--- config.mk ---
export PLATFORM = sky130hd
export DESIGN_NAME = count_sequencer
export DESIGN_NICKNAME = d
export VERILOG_FILES = /design/src/rtl/count_seq_pkg.sv /design/src/rtl/count_seq_core.sv /design/src/rtl/count_sequencer.sv
export SDC_FILE = /design/constraint.sdc
export NUM_CORES = 1
export LEC_CHECK = 0
export ABC_AREA = 1
export BUFFER_PORTS_ARGS = -buffer_cell sky130_fd_sc_hd__buf_2
export CAP_MARGIN = 5
export CORE_MARGIN = 2
export CORE_UTILIZATION = 47
export DETAILED_ROUTE_END_ITERATION = 8
export PLACE_DENSITY_LB_ADDON = 0.25
export SLEW_MARGIN = 40
export SYNTH_ARGS = -nofsm -noshare
export SYNTH_HDL_FRONTEND = slang
export SYNTH_SLANG_ARGS = --single-unit
--- constraint.sdc ---
create_clock -name clk -period 1.4 [get_ports clk]
set_input_delay 0.07 -clock clk [delete_from_list [all_inputs] [get_ports clk]]
set_output_delay 0.07 -clock clk [all_outputs]
set_load 0.01 [all_outputs]
--- src/rtl/count_seq_pkg.sv ---
`default_nettype none
// ============================================================================
// Module      : count_seq_pkg
// Description : Shared state encoding and default sizes for count_sequencer.
// Revision    : 1.0 - initial release
// ============================================================================
package count_seq_pkg;

    localparam int unsigned c_DEF_WIDTH    = 4;
    localparam int unsigned c_DEF_RELOAD_W = 8;
    localparam logic [c_DEF_RELOAD_W-1:0] c_RELOAD_SAT = '1;

    typedef enum logic [2:0] {
        S_IDLE = 3'd0,
        S_ARM  = 3'd1,
        S_RUN  = 3'd2,
        S_HOLD = 3'd3,
        S_DONE = 3'd4
    } state_t;

endpackage
`default_nettype wire

--- src/rtl/count_seq_core.sv ---
`default_nettype none
// ============================================================================
// Module      : count_seq_core
// Description : Counter with clear/enable and terminal-value compare.
// Revision    : 1.0 - initial release
// ============================================================================
module count_seq_core
    import count_seq_pkg::*;
#(
    parameter int unsigned WIDTH = c_DEF_WIDTH
) (
    input  logic             clk,
    input  logic             rst,
    input  logic             clr,
    input  logic             en,
    input  logic [WIDTH-1:0] lim,
    output logic [WIDTH-1:0] count,
    output logic             eq_lim
);

    logic [WIDTH-1:0] r_count;

    // clr wins over en so an auto-reload terminal cycle returns to zero
    always_ff @(posedge clk) begin
        if (!rst) begin
            r_count <= '0;
        end else if (clr) begin
            r_count <= '0;
        end else if (en) begin
            r_count <= r_count + WIDTH'(1);
        end
    end

    assign count  = r_count;
    assign eq_lim = (r_count == lim);

endmodule
`default_nettype wire

--- src/rtl/count_sequencer.sv ---
`default_nettype none
// ============================================================================
// Module      : count_sequencer
// Description : Run controller (start/hold/abort, one-shot or auto-reload)
//               around the count_seq_core counter.
// Revision    : 1.0 - initial release
// ============================================================================
module count_sequencer
    import count_seq_pkg::*;
#(
    parameter int unsigned WIDTH    = c_DEF_WIDTH,
    parameter int unsigned RELOAD_W = c_DEF_RELOAD_W
) (
    input  logic                clk,
    input  logic                rst,
    input  logic                start,
    input  logic [WIDTH-1:0]    limit,
    input  logic                auto_reload,
    input  logic                hold,
    input  logic                abort,
    output logic [WIDTH-1:0]    count,
    output logic                busy,
    output logic                tc_pulse,
    output logic                done,
    output logic [RELOAD_W-1:0] reload_cnt
);

    localparam logic [RELOAD_W-1:0] c_SAT = {RELOAD_W{1'b1}};

    state_t              r_state;
    state_t              w_state_nxt;
    logic [WIDTH-1:0]    r_lim;
    logic                r_mode;
    logic [RELOAD_W-1:0] r_reload_cnt;
    logic                r_busy;
    logic                r_done;

    logic                w_start_acc;
    logic                w_tc;
    logic                w_clr;
    logic                w_en;
    logic                w_reload_inc;
    logic                w_busy_nxt;
    logic                w_done_nxt;
    logic                w_eq_lim;
    logic [WIDTH-1:0]    w_count;

    count_seq_core #(
        .WIDTH (WIDTH)
    ) u_core (
        .clk    (clk),
        .rst    (rst),
        .clr    (w_clr),
        .en     (w_en),
        .lim    (r_lim),
        .count  (w_count),
        .eq_lim (w_eq_lim)
    );

    // busy/done are registered from the next state so they align with it
    always_ff @(posedge clk) begin
        if (!rst) begin
            r_state <= S_IDLE;
            r_busy  <= 1'b0;
            r_done  <= 1'b0;
        end else begin
            r_state <= w_state_nxt;
            r_busy  <= w_busy_nxt;
            r_done  <= w_done_nxt;
        end
    end

    always_ff @(posedge clk) begin
        if (!rst) begin
            r_lim        <= '0;
            r_mode       <= 1'b0;
            r_reload_cnt <= '0;
        end else if (w_start_acc) begin
            r_lim        <= limit;
            r_mode       <= auto_reload;
            r_reload_cnt <= '0;
        end else if (w_reload_inc && (r_reload_cnt != c_SAT)) begin
            r_reload_cnt <= r_reload_cnt + RELOAD_W'(1);
        end
    end

    always_comb begin
        w_state_nxt = r_state;
        case (r_state)
            S_IDLE: begin
                if (start) begin
                    w_state_nxt = S_ARM;
                end
            end
            S_ARM: begin
                w_state_nxt = abort ? S_DONE : S_RUN;
            end
            S_RUN: begin
                if (abort) begin
                    w_state_nxt = S_DONE;
                end else if (hold) begin
                    w_state_nxt = S_HOLD;
                end else if (w_eq_lim && !r_mode) begin
                    w_state_nxt = S_DONE;
                end
            end
            S_HOLD: begin
                if (abort) begin
                    w_state_nxt = S_DONE;
                end else if (!hold) begin
                    w_state_nxt = S_RUN;
                end
            end
            S_DONE: begin
                w_state_nxt = S_IDLE;
            end
            default: begin
                w_state_nxt = S_IDLE;
            end
        endcase
    end

    always_comb begin
        w_start_acc  = (r_state == S_IDLE) && start;
        w_tc         = (r_state == S_RUN) && w_eq_lim && !abort && !hold;
        w_reload_inc = w_tc && r_mode;
        w_clr        = w_start_acc || w_reload_inc;
        w_en         = (r_state == S_RUN) && !abort && !hold && !w_eq_lim;
        w_busy_nxt   = (w_state_nxt == S_ARM) || (w_state_nxt == S_RUN) ||
                       (w_state_nxt == S_HOLD);
        w_done_nxt   = (w_state_nxt == S_DONE);
    end

    assign count      = w_count;
    assign busy       = r_busy;
    assign done       = r_done;
    assign tc_pulse   = w_tc;
    assign reload_cnt = r_reload_cnt;

endmodule
`default_nettype wire

==> out/results.txt, run 1 <==
DR pass1 iterations = 4
Layout Cells excl Fill = 230
Final worst slack = -0.0917 ns
Worst hold margin = 0.0162 ns
RR Startpoint = u_core.count[2]$_SDFFE_PP0P_
Slew Limit Headroom = 0.832
DP Worst Slack = -0.0358 ns
Die height = 53.5 um
GRT overflow = 0
Setup TNS after final layout = -0.271 ns
Pwr Density = 864 nW/um2
Register area = 454 um2
Critical Path Fanout Max = 3
Synth top area cells = dfxtp_1, nand2_1, a21oi_1
Worst setup path endpoint = tc_pulse
Finished Core Util = 0.694
Worst-Skew Late Latency = 0.31 ns
Met2 Track Usage GR = 0.395
Simple-gate share of the synthesized area = 0.321
Number of port buffers = 24
FF-to-FF path depth = 10
Antenna-violating nets left = 0
CTS H-tree lvls = 1
Outcome = finished, violations left
Worst VDD drop = 623 uV
Placed wire-length estimate = 2000 um
Main combinational cell family by area after synthesis = simple AND/OR/NAND/NOR gates
Synth Register Bits = 22
Main synth FF type = dfxtp_1
Via count = 1207
Top post-synthesis cells by count = nand2_1, dfxtp_1, inv_1, a21oi_1, nand4_1
Unique masters post-synth = 27
Xor and xnor area share after synthesis = 0.0456
Yosys warning count = 0
R2R setup slack = -0.04 ns
Min-Delay Path Class = input port to flip-flop
Mux cell area share after synthesis = 0
Leak pwr = 0.000705 uW
Setup Skew = 0.00210 ns
Vias per cell = 5.25
Die area = 2860 um2
RSZ-0062 raised after global routing = yes
Post-Syn Nets = 169
Crit path DAT = 1.42 ns
Core area = 2250 um2
Synth-to-layout area growth = 35.8%
Global routing met1 resource utilization = 0.249
Worst slew pin tran = 0.252 ns
Most Used Layer, Global Route = met2
Highest Clock Rate = 670 MHz
Required time of the critical path = 1.33 ns
Ratio of cells with drive above 1 in the final layout = 0.426
Max-cap violations = 0
Clock Sinks = 22
CTS clk-pin slew, worst paths = 0.13 ns
IO Pins = 25
Syn avg cell area = 7.34 um2
Layout fillers = 210
Post-Syn Area = 1150 um2
Iter 0 DRT Violations = 17
Overall Global Routing Usage = 0.212
Largest net degree at the start of global routing = 14
Sequential fraction of the synthesis area = 0.382
Reg2Reg Capture Point = reload_cnt[6]$_SDFFE_PP0P_
Minimum clock period = 1.49 ns
Setup CP Type = flip-flop to output port
Number of synthesized flops with an enable pin = 0
Area of the multi-input gates = 658 um2
Hold Fails Final Rpt = 0
# DRC = 0
Post-Synth Adder-Cell Area = 0.0217
CTS buffer count = 3
Starting Density = 0.511
Die width = 53.5 um
Routed WL per cell = 12.2 um
Placed Cells incl. Taps = 219
Synth Instances = 157
GR Util met3 = 0.0254
Critical path capture point type = output port
Cts hold-fix bufs = 0
Launch point of the worst path = u_core.count[2]$_SDFFE_PP0P_
Largest area contributor in the netlist = dfxtp_1
Share of the synthesized area in the top cell type = 0.382
Max Root-Sink Buffers = 2
Critical Path Start Type = flip-flop
CTS tree = built
Period utilisation layout = 1.07
Most frequent cell after synthesis = nand2_1
Slew Viols, Final = 0
GP Congestion = 0.745
Final Net Count = 215
Initial antenna violation count = 0
N_diodes = 0
Vias in the first global route = 1079
FP Rows = 17
Async S/R FF share, synth = 0
Failing checks = setup timing
First-pass GRT wire length = 4470 um
Final wirelength = 2820 um
Final setup fails = 9
Complex-gate fraction of the synthesized area = 0.140
Root Driver = clkbuf_4
state kept, by name (all words and copies together) (netlist names):
signal	flops
u_core.count	4
reload_cnt	8
r_mode	1
r_lim	4
busy	1
r_state	3
done	1
final cells by class:
cell class,count,share of cell area
Multi-Input combinational cell,110,0.420
Sequential cell,22,0.290
Timing Repair Buffer,44,0.179
Inverter,22,0.0544
Tap cell,28,0.0224
Clock inverter,1,0.0192
Clock buffer,3,0.0144
worst max-delay path, cell delays in order, from the launching register on:
cell and delay [ns]:
dfxtp_4 0.40, inv_4 0.04, nand2_2 0.05, nand2_2 0.07, nor2_4 0.11, nand2_2 0.07
nor3_4 0.14, buf_6 0.13, buf_6 0.09
cell usage in the layout (no fill, tap or decap), drive strengths merged, types with 2 or more instances in the layout:
master,n
ha,2
o21ai,7
clkbuf,3
nand4,10
a21oi,16
a31oi,2
buf,44
inv,22
nand3,8
a211oi,2
nor2,13
dfxtp,22
nor3,3
nand2,38
xnor2,3
xor2,3
power by group:
| part | internal [uW] | switching [uW] |
|---|---|---|
| sequential | 649 | 17.1 |
| combinational | 74.1 | 118 |
| clock | 289 | 204 |
| total | 1010 | 339 |
through the flow:
stage	cell area, um2	total power [uW]
floorplan	1150	786
global placement	1390	840
detailed placement	1390	846
CTS	1500	1340
global route	1570	1400
finish	1570	1350
worst min-delay path by stage:
stage	startpoint	to	cells after the start
finish	rst	busy$_SDFF_PN0_	3
global route	rst	r_lim[2]$_SDFFE_PN0P_	3
detailed placement	rst	busy$_SDFF_PN0_	3
global placement	rst	busy$_SDFF_PN0_	3
floorplan	rst	busy$_SDFF_PN0_	2
CTS	rst	busy$_SDFF_PN0_	3
cell families after synthesis:
group / count (synthesis)
xor gates and xnor gates: 6
adders and majority gates: 2
buffers and inverters: 25
AOI/OAI and AO/OA: 29
DFF: 22
and+or+nand+nor: 73
routing by layer:
layer / vias to the layer above / routed length, um / part of all wire
li1: 612 / - / -
met1: 552 / 1220 / 0.43
met2: 35 / 1400 / 0.50
met3: 8 / 122 / 0.043
met4: 0 / 74 / 0.026
met5: - / 0 / 0
what timing repair did:
action,in CTS,in global routing
setup endpoints to repair,13,15
gates resized for setup,12,18
pin swaps,9,8
buffers inserted,4,3
(Power assumes the default switching activity.)
==> run 2: changes to the inputs <==
--- a/config.mk
+++ b/config.mk
@@ -9,7 +9,7 @@
 export BUFFER_PORTS_ARGS = -buffer_cell sky130_fd_sc_hd__buf_2
 export CAP_MARGIN = 5
 export CORE_MARGIN = 2
-export CORE_UTILIZATION = 47
+export CORE_UTILIZATION = 50
 export DETAILED_ROUTE_END_ITERATION = 8
 export PLACE_DENSITY_LB_ADDON = 0.25
 export SLEW_MARGIN = 40
==> constraint.sdc (replaced) <==
create_clock -name clk -period 1.81 [get_ports clk]
set_input_delay 0.0905 -clock clk [delete_from_list [all_inputs] [get_ports clk]]
set_output_delay 0.0905 -clock clk [all_outputs]
set_load 0.01 [all_outputs]
==> run 2 against run 1 <==
Against the previous run: the flow now finishes without violations; register-to-register slack improved by 0.25 ns; design area fell by 12%; clock skew up 0.0028 ns; clock power shrank 56%; global-route usage decreased by 1.9 points; sequential power decreased by 22%; power decreased by 37%; via count fell by 7.3%; first-iteration DRC count increased by 35%; combinational power is 38% lower; cell count shrank 6.1%; worst hold slack gained 0.036 ns; largest cell class unchanged.
==> out/results.txt, run 2 (synthesized netlist as in run 1, its figures left out) <==
Period utilisation layout = 0.937
FF-to-FF path depth = 10 (unchanged)
Minimum clock period = 1.70 ns
GP Congestion = 0.752 (+0.91%)
Worst slew pin tran = 0.395 ns (+0.143 ns)
Cts hold-fix bufs = 0 (unchanged)
Setup CP Type = flip-flop to output port
Critical path capture point type = output port
Critical Path Start Type = flip-flop
# DRC = 0 (unchanged)
Die height = 52.0 um (-2.8%)
N_diodes = 0 (unchanged)
CTS clk-pin slew, worst paths = 0.11 ns (-0.02 ns)
Hold Fails Final Rpt = 0 (unchanged)
Hold Crit Depth = 3 (unchanged)
Worst VDD drop = 443 uV (-29%)
Worst-Skew Late Latency = 0.31 ns (about the same)
CP cell instances = inv_1 > nand2_1 > nand2_1 > nor2_2 > nand2_2 > nor3_4 > buf_6 > buf_2
Final Net Count = 202 (-6.0%)
Max reg flops = 8 (unchanged)
Pwr Density = 624 nW/um2 (-28%)
Crit path DAT = 1.61 ns (+0.19 ns)
Slew Viols, Final = 0 (unchanged)
Setup TNS after final layout = 0 ns (+0.271 ns)
DP Area = 1300 um2 (-6.1%)
Most frequent cells in the layout = nand2_1, buf_2, inv_1
RSZ-0062 raised after global routing = no
CTS H-tree lvls = 1 (unchanged)
Die width = 52.0 um (-2.8%)
Setup Skew = 0.00495 ns (+0.00285 ns)
DR pass1 iterations = 4 (unchanged)
Starting Density = 0.526 (+0.0149)
Iter 0 DRT Violations = 23 (+6)
Via count = 1119 (-7.3%)
Antenna-violating nets left = 0 (unchanged)
Required time of the critical path = 1.72 ns (+0.39 ns)
Register area = 445 um2 (-1.9%)
Slew Limit Headroom = 0.737 (-0.0949)
Placed Cells incl. Taps = 208 (-5.0%)
Number of port buffers = 24 (unchanged)
Area of the multi-input gates = 609 um2 (-7.4%)
Highest Clock Rate = 590 MHz
Final setup fails = 0 (-9)
R2R setup slack = 0.21 ns (+0.25 ns)
Layout fillers = 214 (+1.9%)
Largest net degree at the start of global routing = 12 (-2)
Placed wire-length estimate = 1810 um (-9.7%)
RR Startpoint = u_core.count[3]$_SDFFE_PP0P_
Vias per cell = 5.18 (-1.3%)
Post-route cell area = 1370 um2 (-12%)
Core area = 2190 um2 (-2.8%)
Synth-to-layout area growth = 19.0%
Max-cap violations = 0 (unchanged)
Routed WL per cell = 11.0 um (-10%)
Root Driver = clkbuf_4
Final wirelength = 2380 um (-15%)
Commonest non-fill, non-tap cell in the layout = nand2_1
Total power = 856 uW (-37%)
Max Root-Sink Buffers = 2 (unchanged)
WHS Endpoint = r_lim[1]$_SDFFE_PN0P_
Min-Delay Path Class = input port to flip-flop
IO Pins = 25 (unchanged)
Vias in the first global route = 939 (-13%)
Clock Sinks = 22 (unchanged)
Finished Core Util = 0.626 (-0.0683)
CTS tree = built
Initial antenna violation count = 0 (unchanged)
GRT overflow = 0 (unchanged)
Launch point of the worst path = u_core.count[3]$_SDFFE_PP0P_
Reg2Reg Capture Point = reload_cnt[4]$_SDFFE_PP0P_
Hold path startpoint = limit[1]
Layout Cells excl Fill = 216 (-6.1%)
Overall Global Routing Usage = 0.193 (-0.0190)
Outcome = finished, final reports clean
CP max stage delay = 0.36 ns (-0.04 ns)
Most frequent CP cell = nand2_1
Die area = 2700 um2 (-5.6%)
Critical Path Fanout Max = 6 (+3)
Slowest-stage cell, CP = dfxtp_2
FP Rows = 17 (unchanged)
Leak pwr = 0.000610 uW (-14%)
First-pass GRT wire length = 3840 um (-14%)
Ratio of cells with drive above 1 in the final layout = 0.287 (-0.139)
CTS buffer count = 3 (unchanged)
[run 2: how the worst max path moves through the flow]
stage / endpoint / cells after the start / slack (ns)
final: tc_pulse / 8 / 0.11
after global routing: tc_pulse / 8 / 0.004
after CTS: tc_pulse / 8 / 0.07
after detailed placement: reload_cnt[6]$_SDFFE_PP0P_ / 9 / 0.33
after global placement: reload_cnt[2]$_SDFFE_PP0P_ / 9 / 0.34
after floorplan: u_core.count[2]$_SDFFE_PP0P_ / 10 / 0.40
[run 2: cell type report]
class | instances | area share
Multi-Input combinational cell | 110 | 0.444
Sequential cell | 22 | 0.325
Timing Repair Buffer | 31 | 0.129
Inverter | 22 | 0.0602
Tap cell | 28 | 0.0255
Clock buffer | 3 | 0.0164
[run 2: critical path, delay by kind of cell (launching register included)]
family	cells	cell delay, ns
and+or+nand+nor	5	0.62
DFF	1	0.36
buffers and inverters	3	0.32
[run 2: power by group]
group          leakage, uW  internal, uW  switching (uW)
logic             0.000415          46.4            73.6
clock network    0.0000138          77.8             141
registers         0.000181           501            16.3
[run 2: routing by layer]
layer,vias up,GRT usage,wire length (um)
li1,586,-,-
met1,507,0.223,1100
met2,21,0.340,1160
met3,5,0.0345,73
met4,0,0.0921,44
met5,-,0,0
[run 2: repair_timing]
item / 4_1_cts / 5_1_grt
setup buffers: 0 / 5
resized for setup: 0 / 5
endpoints found under the setup margin: 0 / 1
[run 2: per-stage QoR]
| step | worst slack (ns) | hold slack (ns) |
|---|---|---|
| 6_report | 0.114 | 0.0520 |
| 3_5_place_dp | 0.329 | 0.379 |
| 2_1_floorplan | 0.398 | 0.188 |
| 4_1_cts | 0.0708 | 0.0584 |
| 5_1_grt | 0.00415 | 0.0812 |
| 3_3_place_gp | 0.338 | 0.367 |
==> run 3: changes to the inputs <==
--- a/config.mk
+++ b/config.mk
@@ -15,4 +15,5 @@
 export SLEW_MARGIN = 40
 export SYNTH_ARGS = -nofsm -noshare
 export SYNTH_HDL_FRONTEND = slang
+export SYNTH_HIERARCHICAL = 1
 export SYNTH_SLANG_ARGS = --single-unit
==> run 3 against run 2 <==
Against the previous run: clock power up 66%; non-clock buffer count down 6; design area down 1.2%; die area down 1.7%; routed wire length down 2.2%; global-route usage down 0.79 points; core utilization down 0.14 points; area after synthesis down 1.8%; synthesized cell count up 0.64%; via count down 3.6%; critical path depth down 1.
==> out/results.txt, run 3 <==
Outcome = finished, final reports clean
Slowest-stage cell, CP = dfxtp_1
Vias per cell = 5.00 (-3.6%)
Largest area contributor in the netlist = dfxtp_1
P_int = 760 uW (+22%)
CP cell instances = nand2_1 > nand2_1 > nand2_1 > nor2_2 > nand4_2 > inv_1 > buf_2
Worst slew pin tran = 0.269 ns (-0.125 ns)
FP Rows = 17 (unchanged)
Sw Pwr = 213 uW (-7.6%)
Minimum clock period = 1.66 ns (-0.0342 ns)
Hold Crit Depth = 3 (unchanged)
IO Pins = 25 (unchanged)
Global routing met1 resource utilization = 0.244 (+0.0202)
Worst VDD drop = 444 uV (+0.15%)
First-pass GRT wire length = 3790 um (-1.4%)
Max-cap violations = 0 (unchanged)
Met2 Track Usage GR = 0.321 (-0.0191)
Most frequent cells in the layout = nand2_1, buf_2, nor2_1, dfxtp_1, inv_1
Worst hold margin = 0.0515 ns (-0.000480 ns)
Via count = 1079 (-3.6%)
DR pass1 iterations = 4 (unchanged)
Final setup fails = 0 (unchanged)
Async S/R FF share, synth = 0 (unchanged)
CP max stage delay = 0.43 ns (+0.07 ns)
Setup TNS after final layout = 0 ns (unchanged)
Initial antenna violation count = 0 (unchanged)
# DRC = 0 (unchanged)
Worst-Skew Late Latency = 0.29 ns (-0.02 ns)
CTS resizes = 0 (unchanged)
Die width = 51.6 um (-0.86%)
Post-Syn Area = 1130 um2 (-1.8%)
Slew Viols, Final = 0 (unchanged)
RSZ-0062 raised after global routing = no
Iter 0 DRT Violations = 10 (-57%)
N_diodes = 0 (unchanged)
Ratio of cells with drive above 1 in the final layout = 0.234 (-0.0532)
GR Util met3 = 0.0201 (-0.0144)
Slew Limit Headroom = 0.820 (+0.0838)
GRT overflow = 0 (unchanged)
Core area = 2170 um2 (-0.97%)
Sequential fraction of the synthesis area = 0.389 (+0.00719)
CTS clk-pin slew, worst paths = 0.12 ns (about the same)
Placed wire-length estimate = 1740 um (-3.8%)
CTS tree = built
WHS Endpoint = r_lim[2]$_SDFFE_PN0P_
Synth top area cells = dfxtp_1, nand2_1, nor2_1
Highest Clock Rate = 602 MHz (+2.1%)
Hold path startpoint = limit[2]
Critical Path Fanout Max = 5 (-1)
Post-CTS Setup Bufs = 0 (unchanged)
Reg2Reg Capture Point = reload_cnt[5]$_SDFFE_PP0P_
Max reg flops = 8 (unchanged)
Commonest non-fill, non-tap cell in the layout = nand2_1
Main synth FF type = dfxtp_1
Routed WL per cell = 10.8 um (-2.2%)
Synth-to-layout area growth = 19.8%
Die area = 2660 um2 (-1.7%)
Vias in the first global route = 886 (-5.6%)
Most frequent cell after synthesis = nand2_1
FF-to-FF path depth = 9 (-1)
CTS H-tree lvls = 1 (unchanged)
Number of synthesized flops with an enable pin = 0 (unchanged)
R2R setup slack = 0.16 ns (-0.05 ns)
Largest net degree at the start of global routing = 14 (+2)
Number of port buffers = 24 (unchanged)
Critical path capture point type = output port
Switch share = 0.219 (-0.0505)
CTS buffer count = 3 (unchanged)
Hold Fails Final Rpt = 0 (unchanged)
Clk pwr share = 0.374 (+0.119)
Most Used Layer, Global Route = met2
Max Root-Sink Buffers = 2 (unchanged)
Layout fillers = 209 (-2.3%)
Synth Register Bits = 22 (unchanged)
Combinational Power Share = 0.101 (-0.039)
Starting Density = 0.521 (-0.00465)
Post-Syn Nets = 170 (+0.59%)
Critical Path Start Type = flip-flop
Required time of the critical path = 1.72 ns (about the same)
Cts hold-fix bufs = 0 (unchanged)
Final wirelength = 2330 um (-2.2%)
RR Startpoint = u_core/count[0]$_SDFFE_PP0P_
Syn avg cell area = 7.16 um2 (-2.5%)
Synth Instances = 158 (+0.64%)
Clock Sinks = 22 (unchanged)
Crit path DAT = 1.57 ns (-0.04 ns)
Min-Delay Path Class = input port to flip-flop
Leak pwr = 0.000610 uW (about the same)
Pwr Density = 718 nW/um2 (+15%)
Overall Global Routing Usage = 0.185 (-0.00787)
Most frequent CP cell = nand2_1
Setup Skew = 0.00432 ns (-0.000630 ns)
Unique masters post-synth = 23 (-15%)
GP Congestion = 0.806 (+7.2%)
Setup CP Type = flip-flop to output port
Share of the synthesized area in the top cell type = 0.389 (+0.00719)
Root Driver = clkbuf_4
Final Net Count = 201 (-0.50%)
Antenna-violating nets left = 0 (unchanged)
Die height = 51.6 um (-0.86%)
Sequential power share = 0.525 (-0.080)
Yosys warning count = 6 (+6)
Top post-synthesis cells by count = nand2_1, nor2_1, dfxtp_1, inv_1, nand3_1
Period utilisation layout = 0.918 (-0.0189)
run 3: logic make-up (layout without fill, tap and decap cells):
family | Yosys count | after routing | share of synthesized area
AND/OR/NAND/NOR | 83 | 84 | 0.360
buffers and inverters | 21 | 50 | 0.0697
flip-flops | 22 | 22 | 0.389
XOR/XNOR | 6 | 6 | 0.0465
adder cells (fa/ha/maj) | 2 | 2 | 0.0221
AO/OA/AOI/OAI | 24 | 24 | 0.113
run 3: per-stage QoR:
| step | total power [uW] | std cells | worst slack, ns | instance area [um2] | utilization |
|---|---|---|---|---|---|
| detailed placement | 618 | 211 | 0.161 | 1290 | 0.596 |
| CTS | 981 | 215 | 0.110 | 1350 | 0.621 |
| global route | 1030 | 216 | 0.0122 | 1360 | 0.625 |
| floorplan | 587 | 158 | 0.107 | 1130 | - |
| finish | 973 | 216 | 0.148 | 1360 | 0.625 |
| global placement | 615 | 211 | 0.239 | 1290 | 0.596 |
run 3: final cells by class:
| class | count | area, um2 | share of cell area |
|---|---|---|---|
| well taps | 28 | 35.0 | 0.0259 |
| multi-input cells | 116 | 621 | 0.458 |
| repair buffers | 25 | 128 | 0.0942 |
| flip-flops and latches | 22 | 440 | 0.325 |
| clock inverters | 1 | 30.0 | 0.0222 |
| clock buffers | 3 | 22.5 | 0.0166 |
| inverters | 21 | 78.8 | 0.0582 |
run 3: how the worst max path moves through the flow:
stage / endpoint / slack [ns] / startpoint / cells past startpoint
final: tc_pulse / 0.15 / u_core/count[0]$_SDFFE_PP0P_ / 7
after global routing: tc_pulse / 0.01 / u_core/count[0]$_SDFFE_PP0P_ / 7
after CTS: reload_cnt[5]$_SDFFE_PP0P_ / 0.11 / u_core/count[0]$_SDFFE_PP0P_ / 9
after detailed placement: reload_cnt[7]$_SDFFE_PP0P_ / 0.16 / u_core/count[0]$_SDFFE_PP0P_ / 9
after global placement: reload_cnt[7]$_SDFFE_PP0P_ / 0.24 / u_core/count[1]$_SDFFE_PP0P_ / 8
after floorplan: u_core/count[3]$_SDFFE_PP0P_ / 0.11 / u_core/count[0]$_SDFFE_PP0P_ / 11
run 3: metal layers:
layer | part of all wire | routed length [um]
met4 | 0.0039 | 9
met5 | 0 | 0
met3 | 0.034 | 80
met2 | 0.50 | 1160
met1 | 0.46 | 1080
run 3: critical path, delay by kind of cell (launching register included):
family        cells  cell delay [ns]
buf+inv           2             0.23
simple gates      5             0.62
flops             1             0.43
run 3: power groups by stage:
stage | Clock [uW] | Sequential [uW] | Combinational, uW
after detailed placement | 0 | 523 | 95.2
after global placement | 0 | 522 | 92.7
after floorplan | 0 | 522 | 65.2
final | 364 | 511 | 98.2
after CTS | 374 | 512 | 95.3
after global routing | 401 | 513 | 114
